`src/rtl/mul_result_stage_pkg.sv`:
```
// Shared constants and encodings for the multiplier result stage.
package mul_result_stage_pkg;

  localparam int XLEN     = 32;
  localparam int CS_WIDTH = 2 * XLEN + 4;
  localparam int SPLIT    = 34;
  localparam int TAG_W    = 5;

  typedef enum logic [1:0] {
    MUL_OP_MUL    = 2'b00,
    MUL_OP_MULH   = 2'b01,
    MUL_OP_MULHSU = 2'b10,
    MUL_OP_MULHU  = 2'b11
  } mul_op_e;

  // Only plain MUL returns the low product word; all high variants share the upper word.
  function automatic logic sel_low_word(mul_op_e op);
    return op == MUL_OP_MUL;
  endfunction

endpackage

```
`src/rtl/mul_result_stage_if.sv`:
```
// Upstream carry-save handshake and downstream result handshake of the result stage.
interface mul_result_stage_if #(
  parameter int N    = mul_result_stage_pkg::CS_WIDTH,
  parameter int XLEN = mul_result_stage_pkg::XLEN
);
  logic            valid_i;
  logic            ready_o;
  logic [N-1:0]    opdata1;
  logic [N-1:0]    opdata2;
  logic [1:0]      mul_op;
  logic [4:0]      rd_i;
  logic            valid_o;
  logic            ready_i;
  logic [XLEN-1:0] result;
  logic [4:0]      rd_o;

  modport slave (
    input  valid_i, opdata1, opdata2, mul_op, rd_i, ready_i,
    output ready_o, valid_o, result, rd_o
  );

  modport master (
    output valid_i, opdata1, opdata2, mul_op, rd_i, ready_i,
    input  ready_o, valid_o, result, rd_o
  );
endinterface

```
`src/rtl/mul_split_adder.sv`:
```
// W-bit adder with carry-in and carry-out, used for both halves of the split resolve.
module mul_split_adder #(
  parameter int W = 34
) (
  input  logic [W-1:0] a_i,
  input  logic [W-1:0] b_i,
  input  logic         c_i,
  output logic [W-1:0] sum_o,
  output logic         c_o
);

  assign {c_o, sum_o} = {1'b0, a_i} + {1'b0, b_i} + {{W{1'b0}}, c_i};

endmodule

```
`src/rtl/mul_result_stage.sv`:
```
// Two-stage carry-save resolve: S1 adds the low 34 bits, S2 adds the upper bits with the
// registered carry and selects the product word for the requested multiply variant.
module mul_result_stage #(
  parameter int N    = mul_result_stage_pkg::CS_WIDTH,
  parameter int XLEN = mul_result_stage_pkg::XLEN
) (
  input  logic                clk,
  input  logic                rst_n,
  input  logic                flush,
  mul_result_stage_if.slave   bus
);
  import mul_result_stage_pkg::*;

  localparam int HI_W = N - SPLIT;

  // Low-half add on the incoming carry-save pair
  logic [SPLIT-1:0] lo_sum;
  logic             lo_carry;

  mul_split_adder #(.W(SPLIT)) u_lo_add (
    .a_i   (bus.opdata1[SPLIT-1:0]),
    .b_i   (bus.opdata2[SPLIT-1:0]),
    .c_i   (1'b0),
    .sum_o (lo_sum),
    .c_o   (lo_carry)
  );

  // Stage 1 registers
  logic              s1_valid_q, s1_valid_d;
  logic [SPLIT-3:0]  s1_lo_q,    s1_lo_d;
  logic [1:0]        s1_mid_q,   s1_mid_d;
  logic              s1_c_q,     s1_c_d;
  logic [HI_W-1:0]   s1_hi1_q,   s1_hi1_d;
  logic [HI_W-1:0]   s1_hi2_q,   s1_hi2_d;
  mul_op_e           s1_op_q,    s1_op_d;
  logic [TAG_W-1:0]  s1_rd_q,    s1_rd_d;

  // Stage 2 registers
  logic              s2_valid_q,  s2_valid_d;
  logic [XLEN-1:0]   s2_result_q, s2_result_d;
  logic [TAG_W-1:0]  s2_rd_q,     s2_rd_d;

  // High-half add from the registered upper vectors and low carry
  logic [HI_W-1:0] hi_sum;
  logic            unused_hi_carry;
  logic [N-1:0]    full_sum;
  logic            unused_sum_bits;

  mul_split_adder #(.W(HI_W)) u_hi_add (
    .a_i   (s1_hi1_q),
    .b_i   (s1_hi2_q),
    .c_i   (s1_c_q),
    .sum_o (hi_sum),
    .c_o   (unused_hi_carry)
  );

  assign full_sum        = {hi_sum, s1_mid_q, s1_lo_q};
  assign unused_sum_bits = ^{unused_hi_carry, full_sum[N-1:2*XLEN]};

  // Handshake: each stage moves when its successor is empty or draining this cycle
  logic s2_advance;
  logic s1_advance;
  logic accept;
  logic s2_load;

  assign s2_advance = !s2_valid_q || bus.ready_i;
  assign s1_advance = !s1_valid_q || s2_advance;
  assign accept     = bus.valid_i && s1_advance;
  assign s2_load    = s1_valid_q && s2_advance;

  always_comb begin
    s1_valid_d = s1_valid_q;
    s2_valid_d = s2_valid_q;
    if (flush) begin
      s1_valid_d = 1'b0;
      s2_valid_d = 1'b0;
    end else begin
      if (s1_advance) s1_valid_d = bus.valid_i;
      if (s2_advance) s2_valid_d = s1_valid_q;
    end
  end

  always_comb begin
    s1_lo_d  = s1_lo_q;
    s1_mid_d = s1_mid_q;
    s1_c_d   = s1_c_q;
    s1_hi1_d = s1_hi1_q;
    s1_hi2_d = s1_hi2_q;
    s1_op_d  = s1_op_q;
    s1_rd_d  = s1_rd_q;
    if (accept) begin
      s1_lo_d  = lo_sum[SPLIT-3:0];
      s1_mid_d = lo_sum[SPLIT-1:SPLIT-2];
      s1_c_d   = lo_carry;
      s1_hi1_d = bus.opdata1[N-1:SPLIT];
      s1_hi2_d = bus.opdata2[N-1:SPLIT];
      s1_op_d  = mul_op_e'(bus.mul_op);
      s1_rd_d  = bus.rd_i;
    end
  end

  always_comb begin
    s2_result_d = s2_result_q;
    s2_rd_d     = s2_rd_q;
    if (s2_load) begin
      s2_result_d = sel_low_word(s1_op_q) ? full_sum[XLEN-1:0]
                                          : full_sum[2*XLEN-1:XLEN];
      s2_rd_d     = s1_rd_q;
    end
  end

  always_ff @(posedge clk or negedge rst_n) begin
    if (!rst_n) begin
      s1_valid_q  <= 1'b0;
      s2_valid_q  <= 1'b0;
      s2_result_q <= '0;
      s2_rd_q     <= '0;
    end else begin
      s1_valid_q  <= s1_valid_d;
      s2_valid_q  <= s2_valid_d;
      s2_result_q <= s2_result_d;
      s2_rd_q     <= s2_rd_d;
    end
  end

  // Stage 1 payload is qualified by s1_valid_q, so it carries no reset
  always_ff @(posedge clk) begin
    s1_lo_q  <= s1_lo_d;
    s1_mid_q <= s1_mid_d;
    s1_c_q   <= s1_c_d;
    s1_hi1_q <= s1_hi1_d;
    s1_hi2_q <= s1_hi2_d;
    s1_op_q  <= s1_op_d;
    s1_rd_q  <= s1_rd_d;
  end

  assign bus.ready_o = s1_advance;
  assign bus.valid_o = s2_valid_q;
  assign bus.result  = s2_result_q;
  assign bus.rd_o    = s2_rd_q;

endmodule

```
`src/flat_wrapper.sv`:
```
// flat-port wrapper written by rule: the top's interface ports become plain ports
module mul_result_stage_flat import mul_result_stage_pkg::*;
#(
  parameter int N    = mul_result_stage_pkg::CS_WIDTH,
  parameter int XLEN = mul_result_stage_pkg::XLEN
)
  (clk, rst_n, flush, bus_valid_i, bus_opdata1, bus_opdata2, bus_mul_op, bus_rd_i, bus_ready_i, bus_ready_o, bus_valid_o, bus_result, bus_rd_o);
  mul_result_stage_if #(.N(N), .XLEN(XLEN)) bus_i ();
  input  logic clk;
  input  logic rst_n;
  input  logic flush;
  input wire logic [$bits(bus_i.valid_i)-1:0] bus_valid_i;
  input wire logic [$bits(bus_i.opdata1)-1:0] bus_opdata1;
  input wire logic [$bits(bus_i.opdata2)-1:0] bus_opdata2;
  input wire logic [$bits(bus_i.mul_op)-1:0] bus_mul_op;
  input wire logic [$bits(bus_i.rd_i)-1:0] bus_rd_i;
  input wire logic [$bits(bus_i.ready_i)-1:0] bus_ready_i;
  output wire logic [$bits(bus_i.ready_o)-1:0] bus_ready_o;
  output wire logic [$bits(bus_i.valid_o)-1:0] bus_valid_o;
  output wire logic [$bits(bus_i.result)-1:0] bus_result;
  output wire logic [$bits(bus_i.rd_o)-1:0] bus_rd_o;
  assign bus_i.valid_i = bus_valid_i;
  assign bus_i.opdata1 = bus_opdata1;
  assign bus_i.opdata2 = bus_opdata2;
  assign bus_i.mul_op = bus_mul_op;
  assign bus_i.rd_i = bus_rd_i;
  assign bus_i.ready_i = bus_ready_i;
  assign bus_ready_o = bus_i.ready_o;
  assign bus_valid_o = bus_i.valid_o;
  assign bus_result = bus_i.result;
  assign bus_rd_o = bus_i.rd_o;
  mul_result_stage #(.N(N), .XLEN(XLEN)) u_core (.clk(clk), .rst_n(rst_n), .flush(flush), .bus(bus_i));
endmodule
```
`config.mk`:
```
export PLATFORM = sky130hd
export DESIGN_NAME = mul_result_stage_flat
export DESIGN_NICKNAME = d
export VERILOG_FILES = /design/src/rtl/mul_result_stage_pkg.sv /design/src/rtl/mul_result_stage_if.sv /design/src/rtl/mul_split_adder.sv /design/src/rtl/mul_result_stage.sv /design/src/flat_wrapper.sv
export SDC_FILE = /design/constraint.sdc
export NUM_CORES = 1
export LEC_CHECK = 0
export CORE_MARGIN = 2
export CORE_UTILIZATION = 52
export CTS_CLUSTER_SIZE = 10
export DETAILED_ROUTE_END_ITERATION = 7
export GPL_TIMING_DRIVEN = 1
export HOLD_SLACK_MARGIN = 0.05
export PLACE_DENSITY = 0.81
export SLEW_MARGIN = 10
export SYNTH_ARGS = -nofsm -noshare
export SYNTH_HDL_FRONTEND = slang
export SYNTH_HIERARCHICAL = 1
export SYNTH_SLANG_ARGS = --single-unit
```
`constraint.sdc`:
```
create_clock -name clk -period 5.05 [get_ports clk]
set_input_delay 1.2625 -clock clk [delete_from_list [all_inputs] [get_ports clk]]
set_output_delay 1.2625 -clock clk [all_outputs]
set_load 0.02 [all_outputs]
```
After elaboration in Yosys (flattened, before gate mapping):

Index checks and enable logic that the tools add are counted.

* add/subtract/negate cells: 3
* mux-type cells: 5
* reduce and logical (&&, ||, !) cells: 9

Operators with widths (number)
* adder 34 x 34 -> 35 bit: 1
* two-way mux 32 bit: 1
* adder 30 x 1 -> 30 bit: 1
* adder 30 bit: 1
* two-way mux 1 bit: 4
* nonzero test 2 bit: 2
* logical AND 1 bit: 2
* zero test 1 bit: 2
* zero test 2 bit: 1
* logical OR 1 bit: 2

* register bits after elaboration: 141
* logic and storage cells: 28
* output and inout port bits: 39
* input port bits: 148

Logic depth before layout (Yosys ltp):

Gate-level depths: netlist of the first run.

* depth in word-level cells: 5
* mapped depth: 12
* gate-level depth less buffers: 12

Cells and area by module:

The synthesis of the first run kept the hierarchy.

Modules (own cells, without submodules)
* mul_result_stage: cells each 275, area each 5162.5 sq um, sequential area each 4279.1 sq um, instances 1
* mul_split_adder at u_core.u_hi_add: cells each 281, area each 1959.4 sq um, sequential area each 0.0 sq um, instances 1
* mul_split_adder at u_core.u_lo_add: cells each 256, area each 1851.8 sq um, sequential area each 0.0 sq um, instances 1

Least setup slack after synthesis of the first run:

OpenSTA, ideal clock, no wires.

* path type: input to register
* from: input port bus_ready_i
* to: register u_core.s1_c_q, enable pin
* buffers on the path: 1
* library setup time: 0.482 ns
* cell stages on the path: 4
* data required time: 4.568 ns
* arrival: 4.232 ns
* setup slack: 0.336 ns
* cells stage by stage: nand2b_4 -> buf_6 -> or2_2 -> and2_1

* longest elaborated chain between the ends: 3

RTL lines
* from (decl): line flat_wrapper.sv:17 `input wire logic [$bits(bus_i.ready_i)-1:0] bus_ready_i;`
* logical OR 1 bit: line mul_result_stage.sv:66 `assign s2_advance = !s2_valid_q || bus.ready_i;`
* logical OR 1 bit: line mul_result_stage.sv:67 `assign s1_advance = !s1_valid_q || s2_advance;`
* via bus_ready_o: line flat_wrapper.sv:18 `output wire logic [$bits(bus_i.ready_o)-1:0] bus_ready_o;`
* logical AND 1 bit: line mul_result_stage.sv:68 `assign accept = bus.valid_i && s1_advance;`
* via u_core.accept: line mul_result_stage.sv:63 `logic accept;`
* to (signal assigned): line mul_result_stage.sv:130 `s1_c_q <= s1_c_d;`
* to (decl): line mul_result_stage.sv:32 `logic s1_c_q, s1_c_d;`

The timed path passes the listed nets, and every way through them passes these cells.
A chain may end at the register's enable or synchronous reset.

Worst setup path in the final report of the first run:

* from: input port bus_ready_i
* to: output port bus_ready_o

* longest elaborated chain between the ends: 2

RTL lines (line)
* logical OR 1 bit: mul_result_stage.sv:66
* logical OR 1 bit: mul_result_stage.sv:67
* to (decl): flat_wrapper.sv:18

No other way between the ends.

==> results of run 1 <==
-- layout by cell type (no fill, tap or decap), types with 19 or more instances in the layout --
| cell | n |
|---|---|
| nor2_1 | 33 |
| o21ai_0 | 28 |
| a21o_1 | 21 |
| dfrtp_1 | 39 |
| edfxtp_1 | 102 |
| xor2_1 | 19 |
| clkdlybuf4s50_1 | 177 |
| nand2_1 | 48 |
| mux2i_1 | 33 |
| inv_1 | 24 |
| a21oi_1 | 130 |
| ha_1 | 62 |
| xnor2_1 | 37 |
-- final cells by class --
type	instances	area [sq um]
Clock buffer	24	461.7
Clock inverter	8	163.9
Fill cell	1142	4847
Inverter	24	90.09
Multi-Input combinational cell	568	4144
Sequential cell	141	4039
Tap cell	216	270.3
Timing Repair Buffer	181	1812
-- final timing paths --
check,slack [ns],startpoint,cells after the start,end
setup / recovery,0.82,bus_ready_i,4,bus_ready_o
hold / removal,0.48,u_core/s1_rd_q[1],1,u_core/bus.rd_o[1]
setup reg to reg,1.88,u_core/s1_c_q,12,u_core/bus.result[30]
hold reg to reg,0.48,u_core/s1_rd_q[1],1,u_core/bus.rd_o[1]
max in group asynchronous,3.45,rst_n,1,u_core/bus.result[27]
min in group asynchronous,1.00,rst_n,1,u_core/bus.rd_o[1]
-- per-stage QoR --
step	instance area [sq um]	instances	total power, uW	setup slack (ns)	utilization (%)
2_1_floorplan	8414	755	2107	0.5256	-
3_3_place_gp	10350	1130	2500	0.8182	65.42
3_5_place_dp	10350	1130	2525	0.8336	65.42
4_1_cts	10980	1162	3864	0.8216	69.38
5_1_grt	10980	1162	4013	0.7855	69.38
6_report	10980	1162	3844	0.8250	69.38
-- state kept, by name, summed over array words and instances, names as in the netlist --
name	count
u_core/s1_lo_q	32
u_core/bus.result	32
u_core/s1_rd_q	5
u_core/s1_hi2_q	30
u_core/bus.rd_o	5
u_core/bus.valid_o	1
u_core/s1_c_q	1
u_core/s1_hi1_q	30
u_core/s1_op_q	2
u_core/s1_valid_q	1
u_core/s1_mid_q	2
-- worst register-to-register path, cell delays in order (launching register included) --
cell and delay (ns):
edfxtp_1 0.43, fa_1 0.25, inv_1 0.06, fa_1 0.43
nand2b_1 0.20, a21oi_1 0.24, o31ai_1 0.16, a21o_1 0.24
a211oi_1 0.38, nor4_1 0.08, a211oi_1 0.33, mux2i_1 0.13
a21oi_1 0.16
-- per-layer routing --
metal,wire (um),vias up,GRT usage [%]
met5,0,-,0
met4,378,0,7.911
met3,1241,28,4.630
met2,10050,245,40.56
met1,9163,3143,33.00
li1,-,3183,-
-- power by group through the flow --
| stage | logic [uW] | clock network (uW) | registers (uW) |
|---|---|---|---|
| floorplan | 535 | 0 | 1570 |
| global placement | 1010 | 0 | 1490 |
| detailed placement | 1020 | 0 | 1500 |
| CTS | 1040 | 1350 | 1480 |
| global route | 1120 | 1400 | 1490 |
| finish | 1040 | 1330 | 1480 |
==> results.json, run 1 <==
{
  "drt-wirelength-per-cell_um": 17.93,
  "ant_nets": 0,
  "syn_inst": 755,
  "layout-drive-gt1-share_pct": 7.188,
  "hp-class": "register to register",
  "rsz0062_at_grt": "false",
  "grt_pass1_wl_mm": 33.60,
  "crit_top_cell": "clkdlybuf4s50_1",
  "finalSetupViolations": 0,
  "timing.final.crit_share_pct": 83.66,
  "grt-ovfl-total": 0,
  "antenna_found_initial": 0,
  "end_kind": "output port",
  "comb_power_share_pct": 27.0,
  "syn2layout_area_growth_pct": 30.50,
  "worst_slew_pin_slew_ns": 0.9546,
  "cts_tree": "yes",
  "layout.nets": 1147,
  "syn_avg_cell_area_sq_um": 11.14,
  "dieWidth_um": 131.2,
  "cp_cell_sequence": "clkdlybuf4s50_1, nand2b_4, or2_2, clkdlybuf4s50_1",
  "grt_pass1_vias": 6520,
  "core_area_sq_mm": 0.01583,
  "initial_core_util_pct": 53.16,
  "cts.sinks": 141,
  "whs_ns": 0.4806,
  "drc_errors": 0,
  "clk_pin_slew_worst_paths_ns": 0.05,
  "cts_made_buffers": 17,
  "drt_iter0_markers": 465,
  "power_frac_clock_pct": 34.5,
  "total_leakage_power_uw": 0.004332,
  "cellPowerDensity_mw_per_mm2": 350.1,
  "n_antenna_cell": 0,
  "start_kind": "primary input",
  "crit_required_ns": 3.79,
  "dieArea_sq_mm": 0.01721,
  "insertion_delay_ns": 0.41,
  "synth_warnings": 6,
  "fin_skew_ns": 0.007264,
  "cp_max_fo": 35,
  "synth_fp_nets": 969,
  "grt_max_degree": 63,
  "cts_setup_buffers": 0,
  "num_vias": 6599,
  "cp_num_buf_inv": 2,
  "worstPathArrival_ns": 2.96,
  "die_h_um": 131.2,
  "power.internal_uw": 2783,
  "cts_hold_buf": 0,
  "path_class": "primary input to output port",
  "maxSlewViolCount": 0,
  "peakVddDrop_uv": 215.8,
  "status": "finished, final reports clean",
  "io_pins": 187,
  "place.gp.congestion": 0.8607,
  "max_cap_violations": 0,
  "syn_area_sq_mm": 0.008414,
  "first_pass_iters": 5,
  "crit_slowest_cell": "clkdlybuf4s50_1",
  "grt_util_all_layers_pct": 24.60,
  "switching_power_uw": 1061,
  "port_buffers": 178,
  "final.setup.tns_ns": 0,
  "cts-resized-gates": 0,
  "cp_slowest_stage_delay_ns": 0.54,
  "path_delay_family": "buffers and inverters",
  "hold_viol_final": 0,
  "drt-total-wl_mm": 20.83,
  "num_rows": 46,
  "hpwl_mm": 15.42,
  "slew_headroom_pct": 36.36,
  "seqPwrFrac_pct": 38.5,
  "netSwitchingFraction_pct": 27.61,
  "clockRootBuffer": "clkbuf_16",
  "period_minus_slack_ns": 4.225,
  "fmax_ghz": 0.2367,
  "vias_per_cell": 5.679,
  "htreeDepth": 4,
  "ctsLongestPathBuffers": 2
}
(Power assumes the default switching activity.)
==> inputs of run 2 (changes only) <==
CORE_UTILIZATION = 47   (was 52)
PLACE_DENSITY = 0.77   (was 0.81)
clock period = 3.6 ns   (was 5.05 ns; I/O delays follow)
==> run 2 against run 1 <==
Setup slack got worse by 0.55 ns. Final cell count up 2.4%. Via count is 1.9% higher. Global-route usage is 2.2 points lower. Non-clock buffer count is 19 higher. Sequential power increased by 40%. Power increased by 35%. Critical endpoint is now u_core/s1_lo_q[22].
==> results.json, run 2 (same netlist as run 1, synthesis figures left out) <==
{
  "status": "finished, final reports clean",
  "place.gp.congestion": 0.8977,
  "hold_start": "u_core/s1_rd_q[3]",
  "start_kind": "primary input",
  "max_cap_violations": 0,
  "n_antenna_cell": 0,
  "clockRootBuffer": "clkbuf_16",
  "hold_viol_final": 0,
  "cts_setup_buffers": 0,
  "cp_cell_sequence": "clkdlybuf4s50_1, fa_1, inv_1, fa_1, nor2b_1, o21bai_1, a21oi_2, buf_4, o211ai_2, a21oi_1, or2_2, a211oi_2, xnor2_1",
  "crit_start": "bus_opdata1[0]",
  "fill_cells": 1403,
  "finalPower_uw": 5172,
  "die_h_um": 137.8,
  "worst_slew_pin_slew_ns": 0.9723,
  "grt_pass1_wl_mm": 32.22,
  "grt_util_all_layers_pct": 22.43,
  "ant_nets": 0,
  "dieWidth_um": 137.8,
  "fin_skew_ns": 0.008508,
  "cts_tree": "yes",
  "grt_max_degree": 40,
  "hpwl_mm": 15.69,
  "total_leakage_power_uw": 0.004385,
  "wl_met1_mm": 9.382,
  "dieArea_sq_mm": 0.01899,
  "syn2layout_area_growth_pct": 31.42,
  "initial_core_util_pct": 48.31,
  "critPathCapture": "u_core/s1_lo_q[22]",
  "timing.final.crit_share_pct": 92.49,
  "cellPowerDensity_mw_per_mm2": 467.7,
  "cp_slowest_stage_delay_ns": 0.45,
  "slew_headroom_pct": 35.18,
  "clk_pin_slew_worst_paths_ns": 0.06,
  "first_pass_iters": 4,
  "cts_hold_buf": 0,
  "insertion_delay_ns": 0.43,
  "core_area_sq_mm": 0.01742,
  "reg2regPathDepth": 12,
  "htreeDepth": 4,
  "setup_ws_ns": 0.2704,
  "top_layer_used": "met4",
  "crit_top_cell": "fa_1",
  "dr_wl_met3_mm": 1.373,
  "fmax_ghz": 0.3003,
  "final_common_cell": "clkdlybuf4s50_1",
  "grt_pass1_vias": 6364,
  "period_minus_slack_ns": 3.330,
  "hp-class": "register to register",
  "crit_slowest_cell": "fa_1",
  "finalSetupViolations": 0,
  "whs_ns": 0.4831,
  "ctsLongestPathBuffers": 2,
  "cts-resized-gates": 0,
  "layout_common_cells": "177 x clkdlybuf4s50_1, 130 x a21oi_1, 102 x edfxtp_1",
  "num_rows": 48,
  "num_vias": 6724,
  "rsz0062_at_grt": "false",
  "drt_iter0_markers": 423,
  "crit_required_ns": 3.77,
  "routed-wl-met2_mm": 9.560,
  "final_util_pct": 63.49,
  "drt-wirelength-per-cell_um": 17.49,
  "worstReg2RegEnd": "u_core/bus.result[30]",
  "peakVddDrop_uv": 340.1,
  "dpl_worst_slack_ns": -0.1654,
  "drt-total-wl_mm": 20.82,
  "maxSlewViolCount": 0,
  "vias_per_cell": 5.650,
  "layout-drive-gt1-share_pct": 9.430,
  "cts_made_buffers": 17,
  "worstPathArrival_ns": 3.50,
  "path_class": "primary input to register",
  "grt-ovfl-total": 0,
  "antenna_found_initial": 0,
  "io_pins": 187,
  "end_kind": "register",
  "reg2reg_from": "u_core/s1_c_q",
  "cp_max_fo": 3,
  "r2r_slack_ns": 0.44,
  "cts.sinks": 141,
  "drc_errors": 0,
  "port_buffers": 178,
  "layout.nets": 1166
}
[run 2: how the worst min path moves through the flow]
stage                                     to  cells after the start
after floorplan           u_core/bus.rd_o[0]                      1
after global placement    u_core/bus.rd_o[0]                      1
after detailed placement  u_core/bus.rd_o[3]                      1
after CTS                 u_core/bus.rd_o[3]                      1
after global routing      u_core/bus.rd_o[3]                      1
final                     u_core/bus.rd_o[3]                      1
[run 2: cell type report]
class | count | area (sq um) | share of cell area (%)
clock buffers | 17 | 425.4 | 3.847
well taps | 225 | 281.5 | 2.546
flip-flops and latches | 141 | 4039 | 36.52
inverters | 24 | 90.09 | 0.8147
repair buffers | 200 | 1954 | 17.67
multi-input cells | 568 | 4144 | 37.47
clock inverters | 15 | 123.9 | 1.120
[run 2: per-stage QoR]
stage,setup TNS [ns],instances,instance area [sq um]
finish,0,1190,11060
global route,0,1190,11060
CTS,0,1190,11060
detailed placement,-1.139,1158,10510
global placement,-0.7534,1158,10510
floorplan,0,755,8416
[run 2: power by group]
group	switching (uW)	total (uW)	internal [uW]
Sequential	92.2	2070	1980
Clock	677	1620	943
Combinational	777	1480	703
[run 2: routing by layer]
layer	up-vias	global-route usage, %
li1	3234	-
met5	-	0
met2	261	35.21
met4	0	8.390
met3	31	5.335
met1	3198	30.23
[run 2: worst max-delay path, delay by kind of cell]
family | cells | cell delay, ns
AO/OA/AOI/OAI | 5 | 0.83
buffers and inverters | 3 | 0.65
adder cells (fa/ha/maj) | 2 | 0.64
AND/OR/NAND/NOR | 2 | 0.37
XOR/XNOR | 1 | 0.11
